[src/rtl/div_pkg.sv]
// div_pkg: shared widths and FSM state encoding for the shift/subtract divider
package div_pkg;
  localparam int DIV_W = 8;
  localparam int CNT_W = 3;
  typedef enum logic [1:0] {IDLE, CALC, DONE} state_e;
endpackage

[src/rtl/sub_9bit.sv]
// sub_9bit: 9-bit subtractor a_i - b_i with borrow out
module sub_9bit (
  input  logic [8:0] a_i,
  input  logic [8:0] b_i,
  output logic [8:0] diff_o,
  output logic       borrow_o
);
  assign {borrow_o, diff_o} = {1'b0, a_i} - {1'b0, b_i};
endmodule

[src/rtl/shift_sub_divider.sv]
// shift_sub_divider: 8-bit unsigned restoring divider, one quotient bit per cycle
module shift_sub_divider
  import div_pkg::*;
(
  input  logic             Clk,
  input  logic             Reset_n,
  input  logic             Run,
  input  logic [DIV_W-1:0] Dividend,
  input  logic [DIV_W-1:0] Divisor,
  output logic [DIV_W-1:0] Quotient,
  output logic [DIV_W-1:0] Remainder,
  output logic             Busy,
  output logic             Done,
  output logic             DivZero
);
  state_e           state_q, state_d;
  logic [DIV_W-1:0] w_q, w_d, r_q, r_d, d_q, d_d, quo_q, quo_d, rem_q, rem_d;
  logic [CNT_W-1:0] cnt_q, cnt_d;
  logic             dz_q, dz_d;
  logic [DIV_W:0]   p, diff;
  logic             borrow;
  logic [DIV_W-1:0] r_nxt, w_nxt;

  assign p = {r_q, w_q[DIV_W-1]};

  sub_9bit u_sub (
    .a_i      (p),
    .b_i      ({1'b0, d_q}),
    .diff_o   (diff),
    .borrow_o (borrow)
  );

  // No borrow means the partial remainder covers the divisor: keep the difference
  assign r_nxt = borrow ? p[DIV_W-1:0] : diff[DIV_W-1:0];
  assign w_nxt = {w_q[DIV_W-2:0], ~borrow};

  // Next-state logic: capture on accept, iterate in CALC, publish results entering DONE
  always_comb begin
    state_d = state_q;
    w_d     = w_q;
    r_d     = r_q;
    d_d     = d_q;
    cnt_d   = cnt_q;
    quo_d   = quo_q;
    rem_d   = rem_q;
    dz_d    = dz_q;
    case (state_q)
      IDLE: if (Run) begin
        w_d     = Dividend;
        d_d     = Divisor;
        r_d     = '0;
        cnt_d   = '0;
        state_d = (Divisor == '0) ? DONE : CALC;
        if (Divisor == '0) begin
          quo_d = '1;
          rem_d = Dividend;
          dz_d  = 1'b1;
        end
      end
      CALC: begin
        w_d   = w_nxt;
        r_d   = r_nxt;
        cnt_d = cnt_q + 1'b1;
        if (cnt_q == '1) begin
          state_d = DONE;
          quo_d   = w_nxt;
          rem_d   = r_nxt;
          dz_d    = 1'b0;
        end
      end
      DONE:    state_d = Run ? DONE : IDLE;
      default: state_d = IDLE;
    endcase
  end

  // State and datapath registers, cleared asynchronously so an aborted run leaves no trace
  always_ff @(posedge Clk or negedge Reset_n) begin
    if (!Reset_n) begin
      state_q <= IDLE;
      w_q     <= '0;
      r_q     <= '0;
      d_q     <= '0;
      cnt_q   <= '0;
      quo_q   <= '0;
      rem_q   <= '0;
      dz_q    <= 1'b0;
    end else begin
      state_q <= state_d;
      w_q     <= w_d;
      r_q     <= r_d;
      d_q     <= d_d;
      cnt_q   <= cnt_d;
      quo_q   <= quo_d;
      rem_q   <= rem_d;
      dz_q    <= dz_d;
    end
  end

  assign Quotient  = quo_q;
  assign Remainder = rem_q;
  assign DivZero   = dz_q;
  assign Busy      = (state_q == CALC);
  assign Done      = (state_q == DONE);
endmodule

[config.mk]
export PLATFORM = sky130hd
export DESIGN_NAME = shift_sub_divider
export DESIGN_NICKNAME = d
export VERILOG_FILES = /design/src/rtl/div_pkg.sv /design/src/rtl/sub_9bit.sv /design/src/rtl/shift_sub_divider.sv
export SDC_FILE = /design/constraint.sdc
export NUM_CORES = 1
export LEC_CHECK = 0
export CAP_MARGIN = 10
export CORE_ASPECT_RATIO = 1.5
export CORE_MARGIN = 1
export CORE_UTILIZATION = 48
export DETAILED_ROUTE_END_ITERATION = 10
export PLACE_DENSITY = 0.77
export SLEW_MARGIN = 20
export SYNTH_ARGS = -nofsm -noshare
export SYNTH_HDL_FRONTEND = slang
export SYNTH_HIERARCHICAL = 1
export SYNTH_SLANG_ARGS = --single-unit
[constraint.sdc]
create_clock -name Clk -period 2.3 [get_ports Clk]
set_input_delay 0.46 -clock Clk [delete_from_list [all_inputs] [get_ports Clk]]
set_output_delay 0.46 -clock Clk [all_outputs]
set_load 0.005 [all_outputs]
# After elaboration in Yosys (flattened, before gate mapping)
# Index checks and enable logic that the tools add are counted.
op_classes:
  addsub: 2
  n_eq_ne: 6
  n_mux: 24
  bitwise: 1
  n_reduce_logical: 7
op_table:
  columns: ["op", "count"]
  rows:
  - ["$mux W8", 9]
  - ["$pmux W8 S2", 4]
  - ["$sub A9 B8 Y10", 1]
  - ["$logic_not A8 Y1", 1]
  - ["$mux W2", 4]
  - ["$pmux W2 S3", 1]
  - ["$pmux W3 S2", 1]
  - ["$reduce_and A2 Y1", 3]
  - ["$ne A2 B2 Y1 const B", 2]
  - ["$reduce_and A4 Y1", 1]
  - ["$add A3 B1 Y3 const B", 1]
  - ["$eq A3 B3 Y1 const B", 1]
  - ["$mux W1", 3]
  - ["$mux W3", 1]
  - ["$eq A2 B1 Y1 const B", 1]
  - ["$eq A2 B2 Y1 const B", 1]
  - ["$logic_not A2 Y1", 1]
  - ["$ne A2 B1 Y1 const B", 1]
  - ["$pmux W1 S2", 1]
  - ["$reduce_bool A2 Y1", 1]
  - ["$not A1 Y1", 1]
totals:
  regBits: 46
  word_cells: 48

# Logic depth before layout (Yosys ltp)
depth:
  depth_word: 4
  ltp_mapped: 11
  depth_no_buf: 11

# Modules after synthesis
# The synthesis kept the hierarchy.
by_module_without_submodules:
  columns: ["mod", "n_inst", "cells_each", "area_each_um2"]
  rows:
  - ["shift_sub_divider", 1, 162, 2037.0]
  - ["sub_9bit", 1, 50, 369.1]

# Worst setup path before layout
# OpenSTA, ideal clock, no wires.
synth_timing:
  path_type: "reg-to-reg"
  start: "register r_q[0]"
  end: "register rem_q[0], in the netlist Remainder[0]"
  setup_ps: 126
  t_arrival_ps: 2228
  required_ps: 2174
  path_slack_ps: -54
  stages_incl_launch_ff: 10
  path_buffers: 1
  path_cell_list: "dfrtp_1 -> ha_1 -> a21o_1 -> a21o_1 -> a41o_1 -> a31oi_1 -> buf_2 -> mux2i_1 -> nor2_1 -> a221o_1"
synth_via:
  elab_chain_cells: 4
synth_rtl:
  columns: ["element", "line", "source"]
  rows:
  - ["from (decl)", "shift_sub_divider.sv:17", "logic [DIV_W-1:0] w_q, w_d, r_q, r_d, d_q, d_d, quo_q, quo_d, rem_q, rem_d;"]
  - ["from (signal assigned)", "shift_sub_divider.sv:90", "r_q <= r_d;"]
  - ["$sub A9 B8 Y10", "sub_9bit.sv:8", "assign {borrow_o, diff_o} = {1'b0, a_i} - {1'b0, b_i};"]
  - ["named net borrow", "shift_sub_divider.sv:21", "logic borrow;"]
  - ["$mux W8", "shift_sub_divider.sv:34", "assign r_nxt = borrow ? p[DIV_W-1:0] : diff[DIV_W-1:0];"]
  - ["$mux W8", "shift_sub_divider.sv:64", "if (cnt_q == '1) begin"]
  - ["$pmux W8 S2", "shift_sub_divider.sv:47", "case (state_q)"]
  - ["to (signal assigned)", "shift_sub_divider.sv:94", "rem_q <= rem_d;"]
  - ["to (decl)", "shift_sub_divider.sv:17", null]
# The timed path passes the listed nets, and every way through them passes these cells. The select of a mux whose other input is x is not followed.
# A chain may end at the register's enable or synchronous reset.

# Worst setup path in the final report
layout_timing:
  start: "register r_q[4]"
  end: "register rem_q[6], in the netlist Remainder[6]"
# Same word-level chain as after synthesis.

==> metrics.cfg <==
[worst_setup_path]
critical_path_class = flop to flop
cp-end-kind = flop
reg2reg_slack_ns = 0.02
reg2regPathDepth = 9
arrival_ns = 2.46
startpoint_type = flop
cp_data_required_time_ns = 2.48
path_max_fanout = 5

[floorplan]
start_util = 0.513
rows = 30
die_h_um = 88.0
die_w_um = 59.4
core_area_sq_mm = 0.00462
pin_count = 38
die_area_sq_mm = 0.00523

[detailed_routing]
dr_total_vias = 1786
wl_per_cell_um = 16.0
first_pass_iters = 4
drt_wl_total_mm = 5.22
drtIter0Drc = 31
drtAntennaViolNets = 0
vias_per_cell = 5.46
drc = 0

[placement]
place_congestion = 0.831
hpwl_mm = 3.64
numPortBuffers = 37

[sta]
fin_skew_ns = 0.00708
hold_viol_final = 0
finalCriticalPeriod_ns = 2.28
post-route-period-util = 0.992
rsz0062_at_grt = yes
report.final.slew_viol_count = 0
setup_violations = 0
timing.hold.ws_ns = 0.281
tightest_slew_ns = 0.885
fmax_mhz = 438
slew-limit-headroom = 0.410
timing.setup.tns_ns = 0

[clock_tree]
clkTransAtPathRegs_ns = 0.08
numCtsBuffers = 5
clockBufferDepth = 2
hold_buffers = 0
clock_latency_ns = 0.30
htree_levels = 2
root_buffer = clkbuf_8
cts_tree = done
clock-sinks = 46

[power]
leakagePower_nw = 1.40
peakVddDrop_mv = 0.747
p_per_area_mw_per_mm2 = 1430

[final_layout]
final_cell_mix = 46 x dfrtp_1, 36 x clkdlybuf4s50_1, 19 x nand2_1, 19 x buf_4, 18 x o21ai_0
drive_above_1_share = 0.209
syn_to_final_growth_pct = 29.2
nNetsFinal = 293
final-seq-area_sq_mm = 0.00115
n_fill_cell = 375
mostFrequentLayoutCell = dfrtp_1
antenna_cells = 0
multi_input_comb_area_sq_mm = 0.00117

[grt]
antenna_found_initial = 0
grt_max_degree = 40
grt.total_usage = 0.222
grt_pass1_wl_mm = 8.61
grt-ovfl-total = 0
grt_pass1_vias = 1819

[yosys]
netlist_instances = 207
yosysWarnings = 6
syn_area_sq_mm = 0.00237
syn_area_per_cell_sq_um = 11.4
syn_nets = 238

[worst_hold_path]
min_path_type = input port to asynchronous set/reset pin

[job]
cap_violations = 0

[outcome]
outcome = finished clean

==> sequential cells by signal, indices dropped and copies added (netlist names) <==
name / count
DivZero: 1
Quotient: 8
Remainder: 8
cnt_q: 3
d_q: 8
r_q: 8
state_q: 2
w_q: 8
==> critical path, stage by stage, from the launching register on <==
cell and delay (ns):
dfrtp_1 0.41, ha_1 0.38, nand2_1 0.10, o21ai_0 0.09, a41o_1 0.26, a31oi_4 0.19
buf_4 0.16, mux2i_2 0.23, nor2_1 0.07, a221o_1 0.27
==> routing by layer <==
| layer | wire (um) | track usage | vias to the layer above |
|---|---|---|---|
| met3 | 153 | 0.0340 | 10 |
| met5 | 0 | 0 | - |
| met2 | 2620 | 0.365 | 35 |
| li1 | - | - | 843 |
| met4 | 108 | 0.0887 | 0 |
| met1 | 2340 | 0.290 | 898 |
==> per-stage QoR <==
stage               utilization  setup slack [ns]  cells  power [mW]  cell area, sq um
finish                    0.663            0.0173    327        4.37              3060
global route              0.663            -0.103    327        4.72              3060
CTS                       0.650           0.00496    326        4.21              3000
detailed placement        0.623            -0.134    316        3.60              2880
global placement          0.623           -0.0462    316        3.56              2880
floorplan                     -          0.000165    207        2.79              2370
==> where the power goes <==
group,switching (mW),internal (mW)
clock network,0.262,0.243
registers,0.262,1.18
logic,1.10,1.32
total,1.63,2.74
==> final timing paths <==
check | start | to
worst max-delay path | r_q[4]$_DFFE_PN0P_ | Remainder[6]$_DFFE_PN0P_
worst min-delay path | Reset_n | state_q[0]$_DFFE_PN0P_
worst max register to register | r_q[4]$_DFFE_PN0P_ | Remainder[6]$_DFFE_PN0P_
worst min register to register | r_q[7]$_DFFE_PN0P_ | r_q[7]$_DFFE_PN0P_
max in group asynchronous | Reset_n | w_q[6]$_DFFE_PN0P_
min in group Clk | r_q[7]$_DFFE_PN0P_ | r_q[7]$_DFFE_PN0P_
==> layout make-up <==
| type | count | share of cell area |
|---|---|---|
| Clock inverter | 1 | 0.00164 |
| Tap cell | 64 | 0.0262 |
| Multi-Input combinational cell | 138 | 0.381 |
| Timing Repair Buffer | 57 | 0.170 |
| Sequential cell | 46 | 0.376 |
| Clock buffer | 7 | 0.0282 |
| Inverter | 14 | 0.0172 |
==> repair_timing <==
item | CTS | global route
endpoints found under the setup margin | 8 | 8
pin swaps | 3 | 8
buffers inserted | 2 | 1
gates resized for setup | 5 | 6
(Power assumes the default switching activity.)
